## src/rtl/wide_add_sequencer_if.sv

```systemverilog
// Operand and result handshake bundle for wide_add_sequencer.
// master drives operands and out_ready; slave is the sequencer.
interface wide_add_sequencer_if #(
  parameter int NWORDS = 4
) ();
  localparam int W = 16 * NWORDS;

  logic         in_valid;
  logic         in_ready;
  logic [W-1:0] a;
  logic [W-1:0] b;
  logic         carry_in;
  logic         sub;
  logic         out_valid;
  logic         out_ready;
  logic [W-1:0] sum;
  logic         carry_out;
  logic         overflow;
  logic         busy;

  modport master (
    output in_valid, a, b,
    output carry_in, sub, out_ready,
    input  in_ready, out_valid, sum,
    input  carry_out, overflow, busy
  );

  modport slave (
    input  in_valid, a, b,
    input  carry_in, sub, out_ready,
    output in_ready, out_valid, sum,
    output carry_out, overflow, busy
  );
endinterface

```

## src/rtl/wide_add_sequencer.sv

```systemverilog
// Word-serial wide add/sub using one 16-bit carry-select adder.
// Ports: clk, rst_n (sync, active-low), bus (operands in, result out).
module carry_select_add16 (
  input  logic [15:0] a,
  input  logic [15:0] b,
  input  logic        carryIn,
  output logic [15:0] sum,
  output logic        carryOut
);
  logic [8:0] lo;
  logic [8:0] hi0;
  logic [8:0] hi1;

  assign lo  = {1'b0, a[7:0]} + {1'b0, b[7:0]}
             + {8'd0, carryIn};
  assign hi0 = {1'b0, a[15:8]} + {1'b0, b[15:8]};
  assign hi1 = hi0 + 9'd1;

  assign sum[7:0] = lo[7:0];
  assign {carryOut, sum[15:8]} = lo[8] ? hi1 : hi0;
endmodule

module wide_add_sequencer #(
  parameter int NWORDS = 4
) (
  input logic clk,
  input logic rst_n,
  wide_add_sequencer_if.slave bus
);
  localparam int W  = 16 * NWORDS;
  localparam int KW = $clog2(NWORDS);

  typedef enum logic [1:0] {
    IDLE,
    RUN,
    DONE
  } state_t;

  state_t state_q;
  state_t state_d;

  logic [W-1:0]  a_q;
  logic [W-1:0]  b_q;
  logic [W-17:0] res_q;
  logic [W-1:0]  sum_q;
  logic [KW-1:0] k_q;
  logic          c_q;
  logic          co_q;
  logic          ov_q;

  logic [W-1:0] b_eff;
  logic [W-1:0] res_cat;
  logic [15:0]  add_sum;
  logic         add_co;
  logic         accept;
  logic         run;
  logic         last;

  carry_select_add16 u_add (
    .a        (a_q[15:0]),
    .b        (b_q[15:0]),
    .carryIn  (c_q),
    .sum      (add_sum),
    .carryOut (add_co)
  );

  assign b_eff  = bus.sub ? ~bus.b : bus.b;
  assign accept = (state_q == IDLE) & bus.in_valid;
  assign run    = (state_q == RUN);
  assign last   = run & (k_q == KW'(NWORDS - 1));
  // finished words shift in from the top; after the
  // last word the full result is {add_sum, res_q}
  assign res_cat = {add_sum, res_q};

  always_ff @(posedge clk) begin
    if (!rst_n) state_q <= IDLE;
    else        state_q <= state_d;
  end

  always_comb begin
    state_d = state_q;
    unique case (state_q)
      IDLE: if (bus.in_valid)  state_d = RUN;
      RUN:  if (last)          state_d = DONE;
      DONE: if (bus.out_ready) state_d = IDLE;
      default:                 state_d = IDLE;
    endcase
  end

  always_ff @(posedge clk) begin
    if (!rst_n) begin
      a_q   <= '0;
      b_q   <= '0;
      res_q <= '0;
      sum_q <= '0;
      k_q   <= '0;
      c_q   <= 1'b0;
      co_q  <= 1'b0;
      ov_q  <= 1'b0;
    end else if (accept) begin
      a_q <= bus.a;
      b_q <= b_eff;
      c_q <= bus.sub | bus.carry_in;
      k_q <= '0;
    end else if (run) begin
      a_q   <= a_q >> 16;
      b_q   <= b_q >> 16;
      res_q <= res_cat[W-1:16];
      c_q   <= add_co;
      k_q   <= k_q + KW'(1);
      if (last) begin
        // a_q/b_q now hold the top word
        sum_q <= res_cat;
        co_q  <= add_co;
        ov_q  <= (a_q[15] == b_q[15])
               & (add_sum[15] != a_q[15]);
      end
    end
  end

  assign bus.in_ready  = (state_q == IDLE);
  assign bus.out_valid = (state_q == DONE);
  assign bus.busy      = (state_q != IDLE);
  assign bus.sum       = sum_q;
  assign bus.carry_out = co_q;
  assign bus.overflow  = ov_q;
endmodule
```

## src/flat_wrapper.sv

```systemverilog
// flat-port wrapper written by rule: the top's interface ports become plain ports
module wide_add_sequencer_flat 
#(
  parameter int NWORDS = 4
)
  (clk, rst_n, bus_in_valid, bus_a, bus_b, bus_carry_in, bus_sub, bus_out_ready, bus_in_ready, bus_out_valid, bus_sum, bus_carry_out, bus_overflow, bus_busy);
  wide_add_sequencer_if #(.NWORDS(NWORDS)) bus_i ();
  input logic clk;
  input logic rst_n;
  input wire logic [$bits(bus_i.in_valid)-1:0] bus_in_valid;
  input wire logic [$bits(bus_i.a)-1:0] bus_a;
  input wire logic [$bits(bus_i.b)-1:0] bus_b;
  input wire logic [$bits(bus_i.carry_in)-1:0] bus_carry_in;
  input wire logic [$bits(bus_i.sub)-1:0] bus_sub;
  input wire logic [$bits(bus_i.out_ready)-1:0] bus_out_ready;
  output wire logic [$bits(bus_i.in_ready)-1:0] bus_in_ready;
  output wire logic [$bits(bus_i.out_valid)-1:0] bus_out_valid;
  output wire logic [$bits(bus_i.sum)-1:0] bus_sum;
  output wire logic [$bits(bus_i.carry_out)-1:0] bus_carry_out;
  output wire logic [$bits(bus_i.overflow)-1:0] bus_overflow;
  output wire logic [$bits(bus_i.busy)-1:0] bus_busy;
  assign bus_i.in_valid = bus_in_valid;
  assign bus_i.a = bus_a;
  assign bus_i.b = bus_b;
  assign bus_i.carry_in = bus_carry_in;
  assign bus_i.sub = bus_sub;
  assign bus_i.out_ready = bus_out_ready;
  assign bus_in_ready = bus_i.in_ready;
  assign bus_out_valid = bus_i.out_valid;
  assign bus_sum = bus_i.sum;
  assign bus_carry_out = bus_i.carry_out;
  assign bus_overflow = bus_i.overflow;
  assign bus_busy = bus_i.busy;
  wide_add_sequencer #(.NWORDS(NWORDS)) u_core (.clk(clk), .rst_n(rst_n), .bus(bus_i));
endmodule
```

## config.mk

```make
export PLATFORM = sky130hd
export DESIGN_NAME = wide_add_sequencer_flat
export DESIGN_NICKNAME = d
export VERILOG_FILES = /design/src/rtl/wide_add_sequencer_if.sv /design/src/rtl/wide_add_sequencer.sv /design/src/flat_wrapper.sv
export SDC_FILE = /design/constraint.sdc
export NUM_CORES = 1
export LEC_CHECK = 0
export ABC_AREA = 1
export BUFFER_PORTS_ARGS = -buffer_cell sky130_fd_sc_hd__buf_2
export CAP_MARGIN = 20
export CORE_MARGIN = 2
export CORE_UTILIZATION = 56
export DETAILED_ROUTE_END_ITERATION = 10
export GPL_TIMING_DRIVEN = 0
export PLACE_DENSITY = 0.85
export SETUP_SLACK_MARGIN = 0.5
export SLEW_MARGIN = 10
export SYNTH_ARGS = -nofsm -noshare
export SYNTH_HDL_FRONTEND = slang
export SYNTH_HIERARCHICAL = 1
export SYNTH_SLANG_ARGS = --single-unit
```

## constraint.sdc

```tcl
create_clock -name clk -period 2.7 [get_ports clk]
set_input_delay 0.27 -clock clk [delete_from_list [all_inputs] [get_ports clk]]
set_output_delay 0.27 -clock clk [all_outputs]
set_load 0.01 [all_outputs]
```

==> results.yml <==
status:
  run_status: "completed"
yosys:
  synthCells: 1709
  ys_seq_area_share_pct: 43.2
  synth_area_leaders: "dfxtp_1 43%, nand2_1 19%, nor2_1 7.5%"
  syn_avg_cell_area_um2: 6.70
  synthArstFlopShare_pct: 0
  synth_fp_nets: 1863
  netlist_area_um2: 11400
  synth_seq_cells: 247
  synth_flop_cell: "dfxtp_1"
  yosysTopAreaCellShare_pct: 43.2
  synth_cell_type_count: 31
  yosysWarnings: 6
  synth_top_cell_by_area: "dfxtp_1"
  synth_edf_count: 0
cells_and_area:
  syn_to_final_growth_pct: 20.5
  final_cell_area_um2: 13800
  nets: 2106
  final_cell_mix: "579 x nand2_1, 245 x dfxtp_1, 240 x buf_2, 226 x nor2_1, 130 x inv_1"
  layout-drive-gt1-share_pct: 17.3
  fin_util_pct: 68.4
  num_antenna_cells: 0
  layout_commonest_cell: "nand2_1"
route:
  wl_per_cell_um: 14.0
  vias: 11484
  detail-route-antenna-nets: 0
  dr.pass1.iters: 7
  drc_errors: 0
  drt_iter0_markers: 779
  wl_mm: 31.3
  routed_via_density: 5.13
die:
  ios: 203
  die_x_um: 147
  core-area_um2: 20200
  dieHeight_um: 147
  dieArea_um2: 21600
  rows: 52
  initial_core_util_pct: 56.7
grt:
  grt-ovfl-total: 0
  grt_pass1_vias: 10798
  grt_pass1_wl_mm: 50.0
  grtUsageTotal_pct: 28.1
  grt_max_degree: 14
  antenna_found_initial: 0
worst_hold_path:
  min_path_cells: 3
  hold_path.startpoint: "bus_a[54]"
  hold_path.class: "input port to register"
worst_setup_path:
  r2r-end: "u_core/c_q$_SDFFE_PN0P_"
  required_ns: 3.10
  setup.worst_path.start_class: "register"
  cp_data_arrival_time_ns: 2.79
  path_max_fanout: 4
  worst_r2r_startpoint: "u_core/a_q[8]$_SDFFE_PN0P_"
  path_class: "register to register"
  cp-end-kind: "register"
  r2r_cells: 14
  reg2reg_setup_slack_ns: 0.32
  cp-endpoint: "u_core/c_q$_SDFFE_PN0P_"
  crit_path_start: "u_core/a_q[8]$_SDFFE_PN0P_"
power_and_ir_drop:
  peakVddDrop_uv: 388
  pwr_density_cell_nw_per_um2: 608
  power_frac_seq_pct: 47.8
  p_leak_nw: 7.14
  p_clk_share_pct: 38.4
  p_int_mw: 6.15
  p_sw_share_pct: 26.6
  p_comb_share_pct: 13.8
  power.net_switching_mw: 2.23
timing:
  min_period_ns: 2.38
  fin_skew_ns: 0.0111
  slew-limit-headroom_pct: 54.7
  slew_viol_final: 0
  max_freq_ghz: 0.420
  rsz0062_at_grt: "yes"
  worstMarginPinSlew_ns: 0.679
  whs_ns: 0.0108
  finalSetupViolations: 0
  min_period_over_period_pct: 88.2
  finalHoldViolations: 0
  setup-tns-final_ns: 0
job:
  maxCapViolCount: 0
placement:
  place_hpwl_mm: 23.6
  io_buffers: 200
  gp_congestion: 0.925
  dpl_cell_area_um2: 12800
cts:
  clk_pin_slew_worst_paths_ns: 0.06
  clk_path_buf_depth: 3
  clock_tree.root_cell: "clkbuf_16"
  cts_num_sinks: 247
  cts_tree: "done"
  clock_latency_ns: 0.51
  ctsHtreeMaxLevel: 1
  cts_made_buffers: 25
## worst max-delay path: stages, from the launching register on
cell	delay (ns)
dfxtp_4	0.36
ha_4	0.16
fa_2	0.55
ha_2	0.18
inv_1	0.04
nor2_1	0.12
nand3_1	0.10
and2b_4	0.29
nand3_2	0.06
nand2_1	0.09
nand2_2	0.07
nand2_1	0.07
nand3_1	0.07
nand2_1	0.07
inv_1	0.04
## power by group through the flow
stage,clock network [mW],logic [mW],registers (mW)
final,3.22,1.16,4.00
after detailed placement,0,1.10,4.07
after floorplan,0,0.776,4.01
after global placement,0,1.06,4.07
after CTS,3.27,1.13,4.00
after global routing,3.44,1.30,4.02
## per-stage QoR
stage	total power [mW]	worst slack [ns]	std cells
CTS	8.40	0.438	2237
global route	8.76	0.180	2239
floorplan	4.79	0.572	1709
detailed placement	5.17	0.286	2179
global placement	5.13	0.360	2179
finish	8.38	0.319	2239
## sequential cells by signal (all words and copies together), names as in the netlist
signal,cells
u_core/a_q,64
u_core/b_q,64
u_core/bus.carry_out,1
u_core/bus.overflow,1
u_core/bus.sum,64
u_core/c_q,1
u_core/k_q,2
u_core/res_q,48
u_core/state_q,2
## worst min path at each step
stage	endpoint	slack, ns
2_1_floorplan	u_core/a_q[48]$_SDFFE_PN0P_	0.41
3_3_place_gp	u_core/b_q[61]$_SDFFE_PN0P_	0.45
3_5_place_dp	u_core/a_q[61]$_SDFFE_PN0P_	0.46
4_1_cts	u_core/a_q[54]$_SDFFE_PN0P_	0.001
5_1_grt	u_core/a_q[59]$_SDFFE_PN0P_	0.006
6_report	u_core/a_q[54]$_SDFFE_PN0P_	0.01
## per-layer routing
| metal | vias up | wire length [µm] | global-route usage, % |
|---|---|---|---|
| met1 | 5171 | 13100 | 34.7 |
| met3 | 82 | 1850 | 3.73 |
| li1 | 5819 | - | - |
| met4 | 0 | 1210 | 11.9 |
| met2 | 412 | 15100 | 49.3 |
| met5 | - | 0 | 0 |
## area by class of cell
cell class                      count  area (µm²)
Fill cell                        1734        6380
Multi-Input combinational cell   1219        5620
Sequential cell                   247        4950
Timing Repair Buffer              216        1140
Clock buffer                       39         738
Inverter                          135         507
Buffer                            108         467
Tap cell                          270         338
Clock inverter                      5        28.8
## synth_stat cells (2+ instances only)
| library cell | instances |
|---|---|
| nand2_1 | 583 |
| o21ai_0 | 112 |
| ha_1 | 17 |
| buf_4 | 3 |
| a21oi_1 | 65 |
| buf_2 | 40 |
| a21o_1 | 2 |
| inv_1 | 132 |
| nor2_1 | 230 |
| inv_2 | 3 |
| nand3_2 | 3 |
| dfxtp_1 | 247 |
| nand4_1 | 2 |
| xor2_1 | 26 |
| nand3b_1 | 16 |
| fa_1 | 3 |
| nand3_1 | 98 |
| buf_1 | 14 |
| xnor2_1 | 3 |
| nor2_2 | 7 |
| a31oi_1 | 33 |
| nand2_2 | 11 |
| clkbuf_1 | 51 |
## repair_timing
| item | CTS | global route |
|---|---|---|
| resized for setup | 22 | 11 |
| pin swaps | 17 | 12 |
| buffers inserted | 6 | 2 |
| hold buffers | 8 | 0 |
| hold endpoints to repair | 8 | 0 |
| endpoints found under the setup margin | 10 | 12 |
## logic make-up after synthesis
group           Yosys count  share of synthesized area [%]
simple gates            953                           33.7
flops                   247                           43.2
buf+inv                 243                           8.50
compound gates          216                           9.93
xor+xnor                 29                           2.22
fa+ha+maj                20                           2.38
mux                       1                         0.0984
Power figures use the tool's default switching activity.
